==> config.mk <==
export PLATFORM = sky130hd
export DESIGN_NAME = remap_table_loader
export DESIGN_NICKNAME = d
export VERILOG_FILES = /design/src/rtl/remap_table_loader.sv
export SDC_FILE = /design/constraint.sdc
export NUM_CORES = 1
export LEC_CHECK = 0
export ABC_AREA = 1
export ABC_CLOCK_PERIOD_IN_PS = 2200
export BUFFER_PORTS_ARGS = -buffer_cell sky130_fd_sc_hd__buf_2
export CORE_MARGIN = 5
export CORE_UTILIZATION = 35
export DETAILED_ROUTE_END_ITERATION = 6
export GPL_TIMING_DRIVEN = 0
export SYNTH_ARGS = -nofsm -noshare
export SYNTH_HDL_FRONTEND = slang
export SYNTH_SLANG_ARGS = --single-unit
==> constraint.sdc <==
create_clock -name clk -period 2.2 [get_ports clk]
set_clock_uncertainty 0.2 [all_clocks]
set_input_delay 0.44 -clock clk [delete_from_list [all_inputs] [get_ports clk]]
set_output_delay 0.44 -clock clk [all_outputs]
set_load 0.02 [all_outputs]
==> src/rtl/remap_table_loader.sv <==
// rtl/remap_table_loader.sv - command-driven loader and verifier for the remap register file
//
// Converts host commands into write-port traffic for the remap register file
// and runs read-back verify sweeps through its combinational debug port.
//   clk, reset_n              : clock, asynchronous active-low reset
//   cmd_valid/ready/op/addr/data : host command handshake (accepted only in IDLE)
//   rf_we, rf_addr, rf_data   : register file write port (rf_addr also drives the debug read index)
//   rf_rdata                  : register file debug read data, combinational in rf_addr
//   busy, done                : state not IDLE; one-cycle completion pulse
//   err_count, first_err_addr, err_flag : results of the most recent verify
module remap_table_loader #(
    parameter int ADDR_W = 7,
    parameter int DATA_W = 7,
    parameter int DEPTH  = 128
) (
    input  logic              clk,
    input  logic              reset_n,
    input  logic              cmd_valid,
    output logic              cmd_ready,
    input  logic [1:0]        cmd_op,
    input  logic [ADDR_W-1:0] cmd_addr,
    input  logic [DATA_W-1:0] cmd_data,
    output logic              rf_we,
    output logic [ADDR_W-1:0] rf_addr,
    output logic [DATA_W-1:0] rf_data,
    input  logic [DATA_W-1:0] rf_rdata,
    output logic              busy,
    output logic              done,
    output logic [7:0]        err_count,
    output logic [ADDR_W-1:0] first_err_addr,
    output logic              err_flag
);

    typedef enum logic [2:0] {
        S_IDLE,
        S_WRITE1,
        S_FILL,
        S_VERIFY,
        S_DONE
    } state_t;

    localparam logic [ADDR_W-1:0] LAST_ADDR = ADDR_W'(DEPTH - 1);
    localparam logic [ADDR_W-1:0] ADDR_ONE  = ADDR_W'(1);

    state_t              state_q;
    logic [ADDR_W-1:0]   cnt_q;
    logic [DATA_W-1:0]   data_q;
    logic                pat_const_q;   // 1: constant pattern, 0: identity pattern
    logic                rf_we_q;
    logic [ADDR_W-1:0]   rf_addr_q;
    logic [DATA_W-1:0]   rf_data_q;
    logic                done_q;
    logic [7:0]          err_count_q;
    logic [ADDR_W-1:0]   first_err_addr_q;
    logic                err_flag_q;

    logic [ADDR_W-1:0]   cnt_nxt;
    logic [DATA_W-1:0]   exp_val;
    logic                mismatch;

    assign cnt_nxt  = cnt_q + ADDR_ONE;
    assign exp_val  = pat_const_q ? data_q : DATA_W'(cnt_q);
    // rf_addr equals cnt_q throughout VERIFY, so rf_rdata belongs to cnt_q.
    assign mismatch = (rf_rdata != exp_val);

    always_ff @(posedge clk or negedge reset_n) begin
        if (!reset_n) begin
            state_q          <= S_IDLE;
            cnt_q            <= '0;
            data_q           <= '0;
            pat_const_q      <= 1'b0;
            rf_we_q          <= 1'b0;
            rf_addr_q        <= '0;
            rf_data_q        <= '0;
            done_q           <= 1'b0;
            err_count_q      <= '0;
            first_err_addr_q <= '0;
            err_flag_q       <= 1'b0;
        end else begin
            case (state_q)
                S_IDLE: begin
                    if (cmd_valid) begin
                        data_q      <= cmd_data;
                        pat_const_q <= (cmd_op == 2'b10) || ((cmd_op == 2'b11) && cmd_addr[0]);
                        cnt_q       <= '0;
                        // Output registers are loaded here so the first write/read
                        // address is valid in the very first cycle after accept.
                        case (cmd_op)
                            2'b00: begin
                                state_q   <= S_WRITE1;
                                rf_we_q   <= 1'b1;
                                rf_addr_q <= cmd_addr;
                                rf_data_q <= cmd_data;
                            end
                            2'b01, 2'b10: begin
                                state_q   <= S_FILL;
                                rf_we_q   <= 1'b1;
                                rf_addr_q <= '0;
                                rf_data_q <= (cmd_op == 2'b10) ? cmd_data : '0;
                            end
                            default: begin
                                state_q          <= S_VERIFY;
                                rf_we_q          <= 1'b0;
                                rf_addr_q        <= '0;
                                err_count_q      <= '0;
                                first_err_addr_q <= '0;
                                err_flag_q       <= 1'b0;
                            end
                        endcase
                    end
                end
                S_WRITE1: begin
                    rf_we_q <= 1'b0;
                    done_q  <= 1'b1;
                    state_q <= S_DONE;
                end
                S_FILL: begin
                    if (cnt_q == LAST_ADDR) begin
                        rf_we_q <= 1'b0;
                        done_q  <= 1'b1;
                        state_q <= S_DONE;
                    end else begin
                        cnt_q     <= cnt_nxt;
                        rf_addr_q <= cnt_nxt;
                        rf_data_q <= pat_const_q ? data_q : DATA_W'(cnt_nxt);
                    end
                end
                S_VERIFY: begin
                    if (mismatch) begin
                        if (err_count_q != 8'hFF) begin
                            err_count_q <= err_count_q + 8'd1;
                        end
                        if (!err_flag_q) begin
                            first_err_addr_q <= cnt_q;
                            err_flag_q       <= 1'b1;
                        end
                    end
                    if (cnt_q == LAST_ADDR) begin
                        done_q  <= 1'b1;
                        state_q <= S_DONE;
                    end else begin
                        cnt_q     <= cnt_nxt;
                        rf_addr_q <= cnt_nxt;
                    end
                end
                S_DONE: begin
                    done_q  <= 1'b0;
                    state_q <= S_IDLE;
                end
                default: begin
                    rf_we_q <= 1'b0;
                    done_q  <= 1'b0;
                    state_q <= S_IDLE;
                end
            endcase
        end
    end

    assign cmd_ready      = (state_q == S_IDLE);
    assign busy           = (state_q != S_IDLE);
    assign rf_we          = rf_we_q;
    assign rf_addr        = rf_addr_q;
    assign rf_data        = rf_data_q;
    assign done           = done_q;
    assign err_count      = err_count_q;
    assign first_err_addr = first_err_addr_q;
    assign err_flag       = err_flag_q;

endmodule

==> impl_metrics.toml, run 1 <==
[power]
power_frac_comb = 0.554
internal_power_mw = 2.56
peakVddDrop_mv = 0.414
p_sw_mw = 2.22
power.leakage_nw = 1.80
power_frac_seq = 0.309
switching_share = 0.465
pwr-share-clk = 0.137
power.density_nw_per_um2 = 1390

[global_route]
grt_use_met3 = 0.0215
grt_max_degree = 51
use_met1 = 0.183
antenna_found_initial = 0
grtUsageMet2 = 0.237
grt_pass1_wl_mm = 11.3
grt_use_total = 0.141
grt_busiest_layer = "met2"
grt_overflow = 0
grt_pass1_vias = 2368

[worst_hold_path]
hold_end = "rf_addr[4]"
hold_depth = 3
min_from = "cmd_addr[4]"
hold_path.class = "in -> reg"

[clock_tree]
clk_latency_ps = 310
cts_root_buf = "clkbuf_8"
htreeDepth = 2
numCtsBuffers = 5
cts_sinks = 50
cts_tree = "done"
clk_path_buf_depth = 2
path_clk_slew_ps = 90

[die]
die_h_um = 100
die_w_um = 100
dieArea_sq_um = 10100
core-area_sq_um = 8090
num_rows = 33
top_level_ports = 60
start_util = 0.354

[route]
via_per_inst = 4.62
first_pass_iters = 4
drt_iter0_drc = 96
final_antenna_net_count = 0
via_count = 2464
routed_wl_mm = 6.94
drcViolationCount = 0
wl_per_cell_um = 13.0

[critical_path]
r2r_cells = 12
ff2ff_setup_slack_ps = 160
slowest_stage = "dfrtp_2"
worstReg2RegStart = "cnt_q[1]"
r2r_end = "rf_addr[1]"
required_ps = 2200
setup.worst_path.start_class = "register"
crit_type = "reg -> reg"
critPathArrivalTime_ps = 2030
end_kind = "register"
cp_slowest_stage_delay_ps = 450
worst-path-max-fanout = 10
cp_cell_sequence = "ha_1, nand2_1, inv_1, nand2_1, nor2_1, nand2_1, nand2_2, nand2_2, nand2_2, buf_6, a21oi_2, a2bb2oi_1"

[timing]
fin_setup_tns_ps = 0
min_period_ps = 2040
period_share = 0.925
setup_slack_ps = 164
grt_setup_unrepaired = "no"
finalSetupViolCount = 0
slew_headroom = 0.240
fmax_ghz = 0.491
hold_viol = 0
drv_slew = 0
worst_pin_slew_ps = 1140

[logic_synthesis]
syn_nets = 390
synth_cell_types = 31
ys_seq_area_frac = 0.437
ys.flop_type = "dfrtp_1"
synthArstFlopShare = 1.00
synth-seq-cells = 50
yosysWarnings = 0
synthTopCellsByArea = "dfrtp_1 44%, nand2_1 16%, o21ai_2 4.6%"
synth_top_area_cell = "dfrtp_1"
synthCells = 357
syn_area_sq_um = 2860
avgSynthCellArea_sq_um = 8.02
synth_edf_count = 0
netlist.area_leader.share = 0.437

[placed_design]
hpwl_mm = 5.40
placed_cell_area_sq_um = 3290
dp_cells = 521
routabilityCongestion = 0.835
dp_slack_ps = 27.1
io_buffers = 59

[cells_and_area]
postLayoutCellArea_sq_um = 3440
synthToLayoutAreaGrowth_pct = 20.1
nNetsFinal = 460
n_antenna_cell = 0
final_cells = 533
drive_gt1_frac = 0.287

[run_status]
status = "completed"

[job]
cap_violations = 0
==> cell usage in the layout, fill, tap and decap left out, drive strengths merged <==
cell type and n:
bufinv 1, or2 4, a2bb2oi 4, a21oi 15
ha 7, dfrtp 50, buf 68, nand3b 6
clkinv 1, o31ai 1, inv 39, nor3 4
nand3 25, xor2 3, o21bai 1, clkbuf 9
a31oi 1, nand2 131, a21o 1, nor2 20
o21ai 37
==> per-stage QoR <==
stage	utilization	hold WS, ps	total power [mW]
after global placement	0.406	254	4.04
after floorplan	-	-55.6	3.39
after global routing	0.425	146	5.17
after CTS	0.420	135	4.75
final	0.425	135	4.78
after detailed placement	0.406	263	4.08
==> repair_timing <==
item | 4_1_cts | 5_1_grt
buffers inserted | 0 | 4
resized for setup | 0 | 6
hold buffers | 0 | 0
setup endpoints to repair | 0 | 8
==> worst max-delay path: cells and delay by family (launching register included) <==
| kind | cells | cell delay (ps) |
|---|---|---|
| compound gates | 2 | 220 |
| flops | 1 | 450 |
| fa+ha+maj | 1 | 200 |
| simple gates | 7 | 640 |
| buf+inv | 2 | 230 |
==> per-layer routing <==
metal  up-vias  share of wire
met5         -              0
met4         0          0.017
met3        10          0.042
met2        49           0.49
met1      1124           0.45
li1       1281              -
==> power by group through the flow <==
stage,clock network (mW),registers (mW),logic (mW)
5_1_grt,0.705,1.53,2.94
2_1_floorplan,0,1.66,1.72
4_1_cts,0.672,1.48,2.59
3_3_place_gp,0,1.49,2.55
3_5_place_dp,0,1.50,2.58
6_report,0.654,1.48,2.65
==> layout make-up <==
| type | instances | area (sq um) |
|---|---|---|
| Sequential cell | 50 | 1250 |
| Fill cell | 872 | 4660 |
| Buffer | 7 | 90.1 |
| Clock buffer | 7 | 76.3 |
| Inverter | 40 | 159 |
| Multi-Input combinational cell | 260 | 1370 |
| Tap cell | 105 | 131 |
| Timing Repair Buffer | 63 | 325 |
| Clock inverter | 1 | 30.0 |
==> cell families after synthesis <==
family | after synthesis | share of synthesized area
AOI/OAI and AO/OA | 60 | 0.137
xor gates and xnor gates | 3 | 0.00918
adders and majority gates | 7 | 0.0306
buffers and inverters | 47 | 0.0861
DFF | 50 | 0.437
and+or+nand+nor | 190 | 0.300
==> state kept, by name, summed over array words and instances, names as in the netlist <==
name and count:
done 1, err_flag 1, err_count 8, rf_we 1
rf_addr 7, cnt_q 7, data_q 7, state_q 3
first_err_addr 7, rf_data 7, pat_const_q 1
==> cell usage after synthesis, types with 3 or more instances <==
| library cell | instances |
|---|---|
| xor2_1 | 3 |
| dfrtp_1 | 50 |
| nand2_2 | 10 |
| nor3_1 | 4 |
| a2bb2oi_1 | 4 |
| o21ai_0 | 20 |
| nand3b_1 | 6 |
| nand3_1 | 24 |
| inv_2 | 4 |
| nor2_1 | 15 |
| a21oi_1 | 14 |
| nor2_4 | 4 |
| nand2_1 | 119 |
| inv_1 | 34 |
| or2_2 | 4 |
| o21ai_2 | 15 |
| ha_1 | 7 |
| buf_12 | 3 |
==> how the worst max path moves through the flow <==
stage | slack (ps) | start | end
6_report | 160 | cnt_q[1] | rf_addr[1]
5_1_grt | 7 | cnt_q[1] | rf_addr[3]
4_1_cts | 10 | cnt_q[1] | rf_addr[3]
3_5_place_dp | 30 | cnt_q[1] | rf_addr[3]
3_3_place_gp | 80 | cnt_q[0] | rf_addr[4]
2_1_floorplan | 350 | err_count[0] | err_count[6]
No activity file was read; power rests on OpenSTA's default activity.
==> run 2, diff against run 1 <==
--- a/config.mk
+++ b/config.mk
@@ -10,6 +10,7 @@
 export BUFFER_PORTS_ARGS = -buffer_cell sky130_fd_sc_hd__buf_2
 export CORE_MARGIN = 5
 export CORE_UTILIZATION = 35
+export CTS_BUF_LIST = sky130_fd_sc_hd__clkbuf_4 sky130_fd_sc_hd__clkbuf_8
 export DETAILED_ROUTE_END_ITERATION = 6
 export GPL_TIMING_DRIVEN = 0
 export SYNTH_ARGS = -nofsm -noshare
==> run 2 against run 1 <==
Net effect: die area did not move; sequential power about the same; maximum frequency down 0.25%; design area increased by 0.22%; sequential cell count unchanged; worst hold slack improved by 2.5 ps; worst setup slack got worse by 5.0 ps.
==> impl_metrics.toml, run 2 (synthesis gave the netlist of run 1 again) <==
[run_status]
status = "completed"

[route]
drcViolationCount = 0
wl_per_cell_um = 13.1
first_pass_iters = 4
drt_iter0_drc = 79
final_antenna_net_count = 0
via_per_inst = 4.63
via_count = 2469
routed_wl_mm = 6.97

[placed_design]
routabilityCongestion = 0.835
io_buffers = 59
dp_cells = 521
hpwl_mm = 5.40
placed_cell_area_sq_um = 3290
dp_slack_ps = 27.1

[critical_path]
setup.worst_path.start_class = "register"
worstReg2RegStart = "cnt_q[1]"
critPathArrivalTime_ps = 2030
required_ps = 2190
cp-startpoint = "cnt_q[1]"
r2r_cells = 12
end_kind = "register"
worst-path-max-fanout = 10
crit_type = "reg -> reg"

[cells_and_area]
utilization = 0.426
postLayoutCellArea_sq_um = 3440
n_antenna_cell = 0
drive_gt1_frac = 0.292
synthToLayoutAreaGrowth_pct = 20.3
largest_reg_flops = 8
mostFrequentLayoutCells = "118 x nand2_1, 59 x buf_2, 48 x dfrtp_1"
nNetsFinal = 460
final_cells = 533
num-fill-cells = 868
mostFrequentLayoutCell = "nand2_1"

[worst_hold_path]
hold_path.class = "in -> reg"
min_from = "cmd_addr[2]"
hold_depth = 3

[global_route]
grt_max_degree = 51
grt_pass1_wl_mm = 11.3
grt_pass1_vias = 2345
antenna_found_initial = 0
grt_overflow = 0
grt_use_total = 0.140

[timing]
finalSetupViolCount = 0
hold_viol = 0
period_share = 0.928
grt_setup_unrepaired = "no"
min_period_ps = 2040
slew_headroom = 0.239
drv_slew = 0
fin_setup_tns_ps = 0
fmax_ghz = 0.490
setup_slack_ps = 159
worst_pin_slew_ps = 1140

[die]
dieArea_sq_um = 10100
core-area_sq_um = 8090
die_w_um = 100
die_h_um = 100
start_util = 0.354
num_rows = 33
top_level_ports = 60

[clock_tree]
cts_tree = "done"
hold_buffers = 0
path_clk_slew_ps = 90
cts_sinks = 50
cts_root_buf = "clkbuf_8"
htreeDepth = 2
numCtsBuffers = 5
clk_latency_ps = 310
clk_path_buf_depth = 2

[power]
peakVddDrop_mv = 0.390
power.leakage_nw = 1.81
power.density_nw_per_um2 = 1400

[job]
cap_violations = 0
[run 2: changes by cell type in the layout (fill, tap and decap cells not counted)]
cell,before,now
clkbuf_1,4,2
clkbuf_4,0,2
[run 2: layout make-up]
| cell class | instances | area [sq um] | area share |
|---|---|---|---|
| clock inverters | 1 | 30.0 | 0.00872 |
| multi-input cells | 260 | 1370 | 0.398 |
| repair buffers | 63 | 325 | 0.0944 |
| plain buffers | 7 | 90.1 | 0.0262 |
| clock buffers | 7 | 83.8 | 0.0243 |
| well taps | 105 | 131 | 0.0381 |
| flip-flops and latches | 50 | 1250 | 0.364 |
| inverters | 40 | 159 | 0.0461 |
[run 2: final timing paths]
| path | to | slack [ps] |
|---|---|---|
| worst min-delay path | rf_addr[2] | 140 |
| worst max-delay path | rf_addr[1] | 160 |
| max in group asynchronous | cnt_q[1] | 870 |
| worst min register to register | first_err_addr[2] | 280 |
| worst max register to register | rf_addr[1] | 160 |
| min in group asynchronous | err_flag | 160 |
[run 2: stage by stage]
| stage | hold WS [ps] | power [mW] |
|---|---|---|
| final | 138 | 4.81 |
| after global routing | 146 | 5.19 |
| after CTS | 135 | 4.77 |
| after detailed placement | 263 | 4.08 |
| after global placement | 254 | 4.04 |
| after floorplan | -55.6 | 3.39 |
[run 2: per-layer routing]
metal,global-route usage,up-vias,share of wire
li1,-,1279,-
met1,0.184,1119,0.45
met2,0.234,62,0.49
met3,0.0257,9,0.050
met4,0.0435,0,0.014
met5,0,-,0
[run 2: power by group]
group / internal [mW] / total [mW] / switching, mW
registers: 1.25 / 1.48 / 0.230
clock network: 0.366 / 0.677 / 0.312
logic: 0.970 / 2.65 / 1.68
total: 2.58 / 4.81 / 2.23
[run 2: worst max-delay path, stage by stage, from the launching register on]
cell,delay (ps)
dfrtp_2,450
ha_1,200
nand2_1,100
inv_1,60
nand2_1,70
nor2_1,50
nand2_1,110
nand2_2,100
nand2_2,100
nand2_2,120
buf_6,170
a21oi_2,140
a2bb2oi_1,80
[run 2: timing repair]
item	in CTS	in global routing
resized for setup	0	6
buffers inserted	0	4
endpoints found under the setup margin	0	8
